### src/rtl/dma_frame_sched.sv
// Frame-buffer ring scheduler for the pixel-capture DMA: starts one transfer per sensor
// frame into the next free buffer and hands filled buffers to the consumer in order.
module dma_frame_sched #(
    parameter int          NBUF   = 4,
    parameter logic [15:0] BASE0  = 16'h0000,
    parameter logic [15:0] STRIDE = 16'h1000,
    localparam int         IDXW   = $clog2(NBUF)
) (
    input  logic            clk,
    input  logic            rst_n,
    input  logic            enable,
    input  logic [15:0]     frame_len,
    input  logic            frame_sync,
    output logic            dma_start,
    output logic [15:0]     dma_base,
    output logic [15:0]     dma_len,
    input  logic            dma_done,
    output logic            rdy_valid,
    output logic [IDXW-1:0] rdy_idx,
    output logic [15:0]     rdy_base,
    input  logic            buf_release,
    output logic            busy,
    output logic [15:0]     frames_done,
    output logic [15:0]     frames_dropped
);

    typedef enum logic [1:0] {
        IDLE      = 2'd0,
        WAIT_SYNC = 2'd1,
        RUN       = 2'd2
    } state_t;

    localparam logic [IDXW:0] FULL = (IDXW+1)'(NBUF);

    state_t          state_q, state_d;
    logic [IDXW-1:0] wr_idx_q, wr_idx_d;
    logic [IDXW-1:0] rd_idx_q, rd_idx_d;
    logic [IDXW:0]   fill_q, fill_d;
    logic            dma_start_q, dma_start_d;
    logic [15:0]     dma_base_q, dma_base_d;
    logic [15:0]     dma_len_q, dma_len_d;
    logic            rdy_valid_q;
    logic [IDXW-1:0] rdy_idx_q;
    logic [15:0]     rdy_base_q;
    logic [15:0]     frames_done_q, frames_done_d;
    logic [15:0]     frames_dropped_q, frames_dropped_d;
    logic            drop;
    logic            fill_inc;
    logic            release_ok;

    function automatic logic [15:0] base_of(input logic [IDXW-1:0] idx);
        logic [15:0] idx16;
        idx16 = 16'(idx);
        return BASE0 + idx16 * STRIDE;
    endfunction

    always_comb begin
        state_d       = state_q;
        wr_idx_d      = wr_idx_q;
        rd_idx_d      = rd_idx_q;
        dma_start_d   = 1'b0;
        dma_base_d    = dma_base_q;
        dma_len_d     = dma_len_q;
        frames_done_d = frames_done_q;
        drop          = 1'b0;
        fill_inc      = 1'b0;
        // rdy_valid_q always mirrors fill_q != 0, so this never underflows fill
        release_ok    = buf_release & rdy_valid_q;

        unique case (state_q)
            IDLE: begin
                if (enable) state_d = WAIT_SYNC;
            end
            WAIT_SYNC: begin
                if (!enable) begin
                    state_d = IDLE;
                end else if (frame_sync) begin
                    // Full-ring test uses the fill before any same-cycle release
                    if (fill_q != FULL && frame_len != 16'h0000) begin
                        dma_start_d = 1'b1;
                        dma_base_d  = base_of(wr_idx_q);
                        dma_len_d   = frame_len;
                        state_d     = RUN;
                    end else begin
                        drop = 1'b1;
                    end
                end
            end
            RUN: begin
                if (frame_sync) drop = 1'b1;
                if (dma_done) begin
                    wr_idx_d      = wr_idx_q + 1'b1;
                    fill_inc      = 1'b1;
                    frames_done_d = frames_done_q + 16'd1;
                    state_d       = enable ? WAIT_SYNC : IDLE;
                end
            end
            default: state_d = IDLE;
        endcase

        if (release_ok) rd_idx_d = rd_idx_q + 1'b1;

        fill_d = fill_q + (IDXW+1)'(fill_inc) - (IDXW+1)'(release_ok);

        frames_dropped_d = frames_dropped_q;
        if (drop && frames_dropped_q != 16'hFFFF) frames_dropped_d = frames_dropped_q + 16'd1;
    end

    always_ff @(posedge clk or negedge rst_n) begin
        if (!rst_n) begin
            state_q          <= IDLE;
            wr_idx_q         <= '0;
            rd_idx_q         <= '0;
            fill_q           <= '0;
            dma_start_q      <= 1'b0;
            dma_base_q       <= BASE0;
            dma_len_q        <= 16'h0000;
            rdy_valid_q      <= 1'b0;
            rdy_idx_q        <= '0;
            rdy_base_q       <= BASE0;
            frames_done_q    <= 16'h0000;
            frames_dropped_q <= 16'h0000;
        end else begin
            state_q          <= state_d;
            wr_idx_q         <= wr_idx_d;
            rd_idx_q         <= rd_idx_d;
            fill_q           <= fill_d;
            dma_start_q      <= dma_start_d;
            dma_base_q       <= dma_base_d;
            dma_len_q        <= dma_len_d;
            // Consumer view is registered from next-state so it tracks fill_q/rd_idx_q exactly
            rdy_valid_q      <= (fill_d != '0);
            rdy_idx_q        <= rd_idx_d;
            rdy_base_q       <= base_of(rd_idx_d);
            frames_done_q    <= frames_done_d;
            frames_dropped_q <= frames_dropped_d;
        end
    end

    assign dma_start      = dma_start_q;
    assign dma_base       = dma_base_q;
    assign dma_len        = dma_len_q;
    assign rdy_valid      = rdy_valid_q;
    assign rdy_idx        = rdy_idx_q;
    assign rdy_base       = rdy_base_q;
    assign busy           = (state_q == RUN);
    assign frames_done    = frames_done_q;
    assign frames_dropped = frames_dropped_q;

endmodule
### config.mk
export PLATFORM = sky130hd
export DESIGN_NAME = dma_frame_sched
export DESIGN_NICKNAME = d
export VERILOG_FILES = /design/src/rtl/dma_frame_sched.sv
export SDC_FILE = /design/constraint.sdc
export NUM_CORES = 1
export LEC_CHECK = 0
export BUFFER_PORTS_ARGS = -buffer_cell sky130_fd_sc_hd__buf_4
export CAP_MARGIN = 25
export CORE_ASPECT_RATIO = 1.1
export CORE_MARGIN = 4
export CORE_UTILIZATION = 49
export DETAILED_ROUTE_END_ITERATION = 8
export HOLD_SLACK_MARGIN = 0.03
export PLACE_DENSITY = 0.83
export SLEW_MARGIN = 30
export SYNTH_ARGS = -nofsm -noshare
export SYNTH_HDL_FRONTEND = slang
export SYNTH_SLANG_ARGS = --single-unit
### constraint.sdc
create_clock -name clk -period 3.29 [get_ports clk]
set_clock_uncertainty 0.2 [all_clocks]
set_input_delay 0.329 -clock clk [delete_from_list [all_inputs] [get_ports clk]]
set_output_delay 0.329 -clock clk [all_outputs]
set_load 0.1 [all_outputs]
==> impl_metrics.tcl <==
set metrics [dict create \
    ff_latch_area_sq_um 1530 \
    syn_inst 259 \
    drtIter0Drc 75 \
    reg2reg_from "state_q[0]$_DFFE_PN0P_" \
    layout.nets 387 \
    timing.rr.end "rdy_valid$_DFF_PN0_" \
    synth_commonest_cells "61 x dfrtp_1, 30 x buf_4, 26 x xnor2_1, 23 x nand2_1, 20 x mux2_2" \
    layout-area-overhead-vs-synth_pct 30.2 \
    ioPinCount 107 \
    row_count 29 \
    clkLatencyLatePin_ns 0.34 \
    status "complete, no violations" \
    yosys.area.top_type_share_pct 51.6 \
    async_flop_share_pct 100 \
    yosys_warnings 0 \
    ant_nets 0 \
    cts_buffers 9 \
    cp_slowest_stage_delay_ns 0.41 \
    grt_max_degree 62 \
    die_w_um 82.1 \
    whs_ns 0.0513 \
    grt_pass1_wl_um 9720 \
    routed_via_density 4.86 \
    dp_slack_ns 0.451 \
    multiInputGateArea_sq_um 1260 \
    synth.avg_cell_area_sq_um 11.4 \
    final_hold_viol_count 0 \
    cts_sinks 61 \
    start_util_pct 51.0 \
    grt_pass1_vias 2086 \
    slew_viol_final 0 \
    crit_end "rdy_valid$_DFF_PN0_" \
    ys.flop_type "dfrtp_1" \
    timing.setup.tns_ns 0 \
    overflow 0 \
    synth_area_leaders "dfrtp_1 52%, xnor2_1 7.7%, buf_4 7.6%, mux2_2 7.6%, ha_1 3.4%" \
    antenna_found_initial 0 \
    critPathRequiredTime_ns 3.31 \
    hold_path.class "in -> reg" \
    hpwl_um 4520 \
    crit_path_end_kind "register" \
    critPathLaunchType "register" \
    critPathKind "reg -> reg" \
    clk_pin_slew_ns 0.07 \
    die-area_sq_um 7350 \
    cts_root_buf "clkbuf_8" \
    fillCellCount 459 \
    place.gp.congestion 0.814 \
    worst_pin_slew_ns 0.733 \
    synth_top_area_cell "dfrtp_1" \
    slowest_stage "dfrtp_1" \
    synth.yosys.seq_area_share_pct 51.6 \
    dr.pass1.iters 4 \
    vias 2128 \
    cpMostUsedCell "inv_1" \
    reg2regPathDepth 12 \
    yosysMostFrequentCell "dfrtp_1" \
    ys_types 37 \
    coreArea_sq_um 5810 \
    min_period_ns 2.84 \
    drive_gt1_share_pct 34.3 \
    cts_tree "done" \
    setup_violations 0 \
    drv_cap 0 \
    fmax_ghz 0.352 \
    rsz0062_at_grt "false" \
    synth_seq_cells 61 \
    synth_area_sq_um 2960 \
    ir_worst_vdd_mv 0.859 \
    grt_usage_pct 18.0 \
    cts_resized 0 \
    crit_fanout 6 \
    wl_per_cell_um 14.2 \
    routed_wirelength_um 6210 \
    clockBufferDepth 2 \
    htree_levels 3 \
    regToRegSetupSlack_ns 0.45 \
    num_antenna_cells 0 \
    power_density_nw_per_um2 1050 \
    relSlewSlack_pct 51.1 \
    synth_edf_count 0 \
    drc_errors 0 \
    io_buffers 78 \
    p_total_mw 4.04 \
    path_cells "inv_1 -> ha_2 -> and2_2 -> inv_2 -> ha_1 -> inv_1 -> ha_1 -> inv_1 -> fa_1 -> xnor2_1 -> xnor2_1 -> or3_1" \
    crit_start "state_q[0]$_DFFE_PN0P_" \
    die_h_um 89.5 \
    cp.arrival_ns 2.86 \
    leakagePower_nw 1.88 \
    period_share_pct 86.2 \
    fin_ws_ns 0.453 \
]
[cells in the final DEF (no fill, tap or decap), types with 3 or more instances in the layout]
cell type	instances
xnor2_1	26
dlygate4sd3_1	13
conb_1	28
mux2_2	20
and3_1	3
xor2_1	9
and4_1	3
nand4_1	11
inv_1	9
nor4_1	6
nor3_1	5
nor2_1	9
nand3_1	9
clkinv_2	3
nand2_1	23
dfrtp_1	61
ha_1	7
buf_4	78
clkbuf_8	9
[metal layers]
layer	up-vias	part of all wire, %	global-route usage, %	wire length (um)
met5	-	0	0	0
met4	0	1.4	6.80	86
met3	7	8.2	6.45	509
met2	73	52	31.6	3210
met1	1024	39	20.0	2410
li1	1024	-	-	-
[flip-flops by register name, summed over array words and instances (netlist names), 2 cells and up]
register / flops
dma_len: 16
frames_done: 16
frames_dropped: 16
fill_q: 3
dma_base: 2
rdy_base: 2
state_q: 2
wr_idx_q: 2
[power breakdown]
part / internal [mW] / switching [mW] / total [mW]
clock: 0.422 / 0.291 / 0.713
combinational: 0.489 / 1.73 / 2.22
sequential: 0.955 / 0.155 / 1.11
total: 1.87 / 2.17 / 4.04
[worst max-delay path: cells and delay by family (launching register included)]
kind	cells	cell delay [ns]
XOR/XNOR	2	0.29
AND/OR/NAND/NOR	2	0.51
buffers and inverters	4	0.28
adder cells (fa/ha/maj)	4	1.02
flip-flops	1	0.41
[metrics by stage]
| stage | std cells | instance area, sq um | utilization, % |
|---|---|---|---|
| floorplan | 286 | 3060 | - |
| global placement | 409 | 3510 | 60.5 |
| detailed placement | 409 | 3510 | 60.5 |
| CTS | 438 | 3850 | 66.4 |
| global route | 438 | 3850 | 66.4 |
| finish | 438 | 3850 | 66.4 |
[logic make-up after synthesis]
group | synth area share (%)
compound gates | 1.99
other cells | 0.127
buf+inv | 9.22
fa+ha+maj | 4.06
flops | 51.6
xor+xnor | 10.4
simple gates | 14.5
mux | 8.12
[area by class of cell]
| class | instances | area share, % |
|---|---|---|
| multi-input cells | 183 | 32.8 |
| repair buffers | 91 | 18.6 |
| well taps | 77 | 2.50 |
| inverters | 10 | 0.974 |
| flip-flops and latches | 61 | 39.6 |
| clock inverters | 7 | 2.34 |
| clock buffers | 9 | 3.21 |
[what timing repair did]
| action | in CTS | in global routing |
|---|---|---|
| hold buffers | 13 | 0 |
| hold endpoints to repair | 73 | 0 |
| buffers inserted | 0 | 0 |
| setup endpoints to repair | 0 | 0 |
[worst min-delay path by stage]
stage	from	to	slack [ns]	cells past startpoint
after floorplan	rst_n	dma_base[12]$_DFFE_PN0P_	-0.17	0
after global placement	rst_n	frames_done[13]$_DFFE_PN0P_	0.24	1
after detailed placement	rst_n	frames_done[13]$_DFFE_PN0P_	0.25	1
after CTS	frame_len[14]	dma_len[14]$_DFFE_PN0P_	0.03	2
after global routing	frame_len[14]	dma_len[14]$_DFFE_PN0P_	0.03	2
final	frame_len[15]	dma_len[15]$_DFFE_PN0P_	0.05	2
Power figures use the tool's default switching activity.
